$ cat config.mk
export PLATFORM = sky130hd
export DESIGN_NAME = fft4_input_butterfly_flat
export DESIGN_NICKNAME = d
export VERILOG_FILES = /design/src/rtl/fft_pkg.sv /design/src/rtl/fft4_input_butterfly_if.sv /design/src/rtl/fft4_input_butterfly_cplx_addsub.sv /design/src/rtl/fft4_input_butterfly.sv /design/src/flat_wrapper.sv
export SDC_FILE = /design/constraint.sdc
export NUM_CORES = 1
export LEC_CHECK = 0
export ABC_AREA = 1
export BUFFER_PORTS_ARGS = -buffer_cell sky130_fd_sc_hd__buf_2
export CAP_MARGIN = 10
export CORE_ASPECT_RATIO = 1.5
export CORE_MARGIN = 3
export CORE_UTILIZATION = 58
export CTS_CLUSTER_DIAMETER = 40
export DETAILED_ROUTE_END_ITERATION = 8
export PLACE_DENSITY = 0.81
export SYNTH_ARGS = -nofsm -noshare
export SYNTH_HDL_FRONTEND = slang
export SYNTH_HIERARCHICAL = 1
export SYNTH_SLANG_ARGS = --single-unit
$ cat constraint.sdc
create_clock -name clk -period 1.9 [get_ports clk]
set_clock_uncertainty 0.2 [all_clocks]
set_input_delay 0.095 -clock clk [delete_from_list [all_inputs] [get_ports clk]]
set_output_delay 0.095 -clock clk [all_outputs]
set_load 0.02 [all_outputs]
$ cat src/rtl/fft_pkg.sv
// fft_pkg: shared sample widths, complex pack/unpack helpers and saturation bounds
package fft_pkg;
  localparam int HALF_W = 4;
  localparam int DATA_W = 2*HALF_W;
  localparam int SAT_MAX = 2**(HALF_W-1)-1;
  localparam int SAT_MIN = -(2**(HALF_W-1));
  function automatic logic signed [HALF_W-1:0] cplx_re(input logic [DATA_W-1:0] d);
    return d[DATA_W-1:HALF_W];
  endfunction
  function automatic logic signed [HALF_W-1:0] cplx_im(input logic [DATA_W-1:0] d);
    return d[HALF_W-1:0];
  endfunction
  function automatic logic [DATA_W-1:0] cplx_pack(input logic [HALF_W-1:0] re, input logic [HALF_W-1:0] im);
    return {re, im};
  endfunction
endpackage

$ cat src/rtl/fft4_input_butterfly_if.sv
// fft4_input_butterfly_if: serial sample input (in_valid/in_ready/in_sof/in_data), parallel frame output (out_valid/out_ready/e0/e1/o0/o1), err_sof; slave = block, master = driver
interface fft4_input_butterfly_if;
  import fft_pkg::*;
  logic in_valid, in_ready, in_sof, out_valid, out_ready, err_sof;
  logic [DATA_W-1:0] in_data, e0, e1, o0, o1;
  modport slave (
    input  in_valid, in_sof, in_data, out_ready,
    output in_ready, out_valid, e0, e1, o0, o1, err_sof
  );
  modport master (
    output in_valid, in_sof, in_data, out_ready,
    input  in_ready, out_valid, e0, e1, o0, o1, err_sof
  );
endinterface

$ cat src/rtl/fft4_input_butterfly_cplx_addsub.sv
// cplx_addsub: packed complex sum=a+b, dif=a-b per component; ports a,b,sum,dif; saturates when FFT_SAT_EN is defined, wraps otherwise
module cplx_addsub
  import fft_pkg::*;
(
  input  logic [DATA_W-1:0] a,
  input  logic [DATA_W-1:0] b,
  output logic [DATA_W-1:0] sum,
  output logic [DATA_W-1:0] dif
);
  function automatic logic signed [HALF_W:0] ext(input logic signed [HALF_W-1:0] x);
    return {x[HALF_W-1], x};
  endfunction
  function automatic logic [HALF_W-1:0] fit(input logic signed [HALF_W:0] v);
`ifdef FFT_SAT_EN
    return v > SAT_MAX ? HALF_W'(SAT_MAX) : v < SAT_MIN ? HALF_W'(SAT_MIN) : v[HALF_W-1:0];
`else
    return v[HALF_W-1:0];
`endif
  endfunction
  assign sum = cplx_pack(fit(ext(cplx_re(a)) + ext(cplx_re(b))), fit(ext(cplx_im(a)) + ext(cplx_im(b))));
  assign dif = cplx_pack(fit(ext(cplx_re(a)) - ext(cplx_re(b))), fit(ext(cplx_im(a)) - ext(cplx_im(b))));
endmodule

$ cat src/rtl/fft4_input_butterfly.sv
// fft4_input_butterfly: radix-2 input stage of a 4-point FFT; ports clk, rst_n (async low), bus (slave modport); FFT_SAT_EN selects saturating arithmetic
module fft4_input_butterfly
  import fft_pkg::*;
(
  input logic clk,
  input logic rst_n,
  fft4_input_butterfly_if.slave bus
);
  logic [1:0] cnt;
  logic [DATA_W-1:0] x0, x1, s02, d02, s13, d13;
  logic acc;
  assign bus.in_ready = !(cnt[1] && bus.out_valid && !bus.out_ready);
  assign acc = bus.in_valid && bus.in_ready;
  cplx_addsub u_02 (.a(x0), .b(bus.in_data), .sum(s02), .dif(d02));
  cplx_addsub u_13 (.a(x1), .b(bus.in_data), .sum(s13), .dif(d13));
  always_ff @(posedge clk or negedge rst_n)
    if (!rst_n) begin
      cnt <= 2'd0;
      x0 <= '0;
      x1 <= '0;
      bus.e0 <= '0;
      bus.e1 <= '0;
      bus.o0 <= '0;
      bus.o1 <= '0;
      bus.out_valid <= 1'b0;
      bus.err_sof <= 1'b0;
    end else begin
      bus.err_sof <= acc && bus.in_sof && cnt != 2'd0;
      if (bus.out_valid && bus.out_ready) bus.out_valid <= 1'b0;
      if (acc && bus.in_sof) begin
        x0 <= bus.in_data;
        cnt <= 2'd1;
      end else if (acc) begin
        cnt <= cnt + 2'd1;
        if (cnt == 2'd0) x0 <= bus.in_data;
        if (cnt == 2'd1) x1 <= bus.in_data;
        if (cnt == 2'd2) begin
          bus.e0 <= s02;
          bus.e1 <= d02;
        end
        if (cnt == 2'd3) begin
          bus.o0 <= s13;
          bus.o1 <= d13;
          bus.out_valid <= 1'b1;
        end
      end
    end
endmodule

$ cat src/flat_wrapper.sv
// flat-port wrapper written by rule: the top's interface ports become plain ports
module fft4_input_butterfly_flat import fft_pkg::*;
  (clk, rst_n, bus_in_valid, bus_in_sof, bus_in_data, bus_out_ready, bus_in_ready, bus_out_valid, bus_e0, bus_e1, bus_o0, bus_o1, bus_err_sof);
  fft4_input_butterfly_if bus_i ();
  input logic clk;
  input logic rst_n;
  input wire logic [$bits(bus_i.in_valid)-1:0] bus_in_valid;
  input wire logic [$bits(bus_i.in_sof)-1:0] bus_in_sof;
  input wire logic [$bits(bus_i.in_data)-1:0] bus_in_data;
  input wire logic [$bits(bus_i.out_ready)-1:0] bus_out_ready;
  output wire logic [$bits(bus_i.in_ready)-1:0] bus_in_ready;
  output wire logic [$bits(bus_i.out_valid)-1:0] bus_out_valid;
  output wire logic [$bits(bus_i.e0)-1:0] bus_e0;
  output wire logic [$bits(bus_i.e1)-1:0] bus_e1;
  output wire logic [$bits(bus_i.o0)-1:0] bus_o0;
  output wire logic [$bits(bus_i.o1)-1:0] bus_o1;
  output wire logic [$bits(bus_i.err_sof)-1:0] bus_err_sof;
  assign bus_i.in_valid = bus_in_valid;
  assign bus_i.in_sof = bus_in_sof;
  assign bus_i.in_data = bus_in_data;
  assign bus_i.out_ready = bus_out_ready;
  assign bus_in_ready = bus_i.in_ready;
  assign bus_out_valid = bus_i.out_valid;
  assign bus_e0 = bus_i.e0;
  assign bus_e1 = bus_i.e1;
  assign bus_o0 = bus_i.o0;
  assign bus_o1 = bus_i.o1;
  assign bus_err_sof = bus_i.err_sof;
  fft4_input_butterfly u_core (.clk(clk), .rst_n(rst_n), .bus(bus_i));
endmodule
==> flow_summary.ini <==
[status]
status = completed

[pwr]
p_sw_mw = 1.915
swShare = 0.4248
p_seq_frac = 0.398
p_int_mw = 2.593
power.total_mw = 4.508
pwr-share-clk = 0.150
combPwrFrac = 0.451
power_per_cell_area_nw_per_um2 = 1195
ir_drop_mv = 0.6949
p_leak_nw = 2.190

[setup_path]
end_kind = flip-flop
path_class = in -> reg
cp.required_ps = 1950
crit_path_start_kind = input pin
crit_path_max_fanout = 6
cp.arrival_ps = 1800

[flow_run]
max-cap-violations = 0

[clock_network]
cts_tree = built
cts_buffers = 5
clockBufferDepth = 2
clock_latency_ps = 300
root_buffer = clkbuf_8
htree_num_levels = 2
clk_pin_slew_ps = 90
cts_sinks = 52
postCtsSetupRepairBufs = 0

[routing]
wl_per_cell_um = 13.00
dr.pass1.iters = 4
wirelength_um = 6889
vias = 2763
drc = 0
drt-initial-drc-count = 81
drtAntennaViolNets = 0
drt-vias-per-instance = 5.213

[logic_synthesis]
synth_seq_cells = 52
syn_nets = 454
postSynthCellCount = 405
ys_seq_area_frac = 0.3979
yosys.area.top_type = dfrtp_1
synth_top_area_frac = 0.3979
synthDistinctLibCells = 24
yosysWarnings = 6
yosys-top-cells-area = dfrtp_1, nand2_1, ha_1
syn-cell-area_um2 = 3271
syn_area_per_cell_um2 = 8.076

[timing]
drv_slew = 0
tns_ps = 0
tightest_slew_ps = 466.6
fin_crit_ps = 1751
hold_violations = 0
setup_violations = 0
fmax_ghz = 0.5710
slew_headroom = 0.6889
rsz0062_at_grt = no
period_share = 0.9218

[floorplan]
initial_core_util = 0.6188
core_um2 = 5285
dieArea_um2 = 6595
io_pins = 48
core.rowCount = 32
die_w_um = 67.32
fp.dieH_um = 97.97

[global_routing]
antenna_found_initial = 0
grt_pass1_vias = 2781
grt_pass1_wl_um = 11980
grt_use_total = 0.2295
grt_start_max_net_pins = 34
overflow = 0

[placement]
place_area_um2 = 3555
dp.cells = 511
place_congestion = 0.8571
hpwl_um = 5044
numPortBuffers = 47

[finish]
layout-drive-gt1-share = 0.1602
nets = 511
finalInstanceArea_um2 = 3771
num-fill-cells = 441
final_util = 0.7135
instances_no_fill = 530
antennaDiodeCount = 0
syn_to_final_growth_pct = 15.30

[min_path]
hold_class = in -> async
[power groups by stage]
stage	sequential [mW]	clock (mW)	combinational, mW
6_report	1.80	0.678	2.03
5_1_grt	1.86	0.728	2.31
4_1_cts	1.80	0.697	2.05
3_5_place_dp	1.81	0	2.02
3_3_place_gp	1.80	0	1.96
2_1_floorplan	2.20	0	1.02
[area by class of cell]
class	count	area, um^2	share of cell area
clock buffer	7	96.34	0.02555
multi-input combinational	276	1620	0.4297
timing repair buffer	71	457.9	0.1214
inverter	56	210.2	0.05574
tap	68	85.08	0.02256
sequential	52	1301	0.3451
[cells by family after synthesis]
family | share of synthesized area
AND/OR/NAND/NOR | 0.3045
buffers and inverters | 0.1067
flip-flops | 0.3979
adder cells (fa/ha/maj) | 0.1561
AO/OA/AOI/OAI | 0.01339
XOR/XNOR | 0.02142
[layout by cell type (no fill, tap or decap), types with 4 or more instances in the layout]
master and n:
buf_2 47, buf_4 11, clkbuf_8 7, dfrtp_1 52, dlygate4sd3_1 12, fa_1 8
ha_1 28, inv_1 53, nand2_1 148, nand3_1 20, nand4_1 43, nor2_1 7
o21ai_0 4, xor2_1 8
[cell usage after synthesis (all sizes together)]
library cell  count
a21oi             4
buf              19
clkbuf            2
dfrtp            52
fa                8
ha               28
inv              56
nand2           149
nand3            21
nand4            43
nor2              8
nor3              1
o21ai             4
or2               2
xor2              8
[state kept, by name, summed over array words and instances (netlist names)]
name                  cells
u_core/x1                 8
u_core/bus.err_sof        1
u_core/cnt                2
u_core/bus.out_valid      1
u_core/bus.o1             8
u_core/bus.e1             8
u_core/bus.e0             8
u_core/x0                 8
u_core/bus.o0             8
[per-layer routing]
layer	global-route usage	up-vias	wire length [um]
li1	-	1396	-
met4	0.09063	0	119
met5	0	-	0
met1	0.2629	1288	2852
met2	0.4106	67	3633
met3	0.03682	12	283
[metrics by stage]
stage,setup slack (ps),hold slack [ps]
final,148.5,72.98
after global routing,28.32,121.4
after CTS,149.1,76.41
after detailed placement,222.9,-127.2
after global placement,283.4,-131.5
after floorplan,285.7,-400.6
[worst max-delay path, cell delays in order]
cell and delay, ps:
dlygate4sd3_1 520, buf_2 160, inv_1 50, ha_1 360
or2_1 260, nand2_1 70, nand2_1 40, nand2_1 60
nand4_1 100, nand2_1 70
[path summary, 6_finish.rpt]
check	slack (ps)	endpoint	startpoint	cells past startpoint
setup / recovery	150	u_core/bus.o1[3]	bus_in_data[2]	10
hold / removal	70	u_core/bus.o1[5]	rst_n	2
setup reg to reg	180	u_core/x0[3]	u_core/cnt[1]	6
hold reg to reg	280	u_core/bus.o1[6]	u_core/bus.o1[6]	2
max in group asynchronous	900	u_core/bus.e0[0]	rst_n	3
min in group clk	280	u_core/bus.o1[6]	u_core/bus.o1[6]	2
[what timing repair did]
item	CTS	global route
hold buffers	12	0
resized for setup	0	0
hold endpoints to repair	72	0
Power figures use the tool's default switching activity.
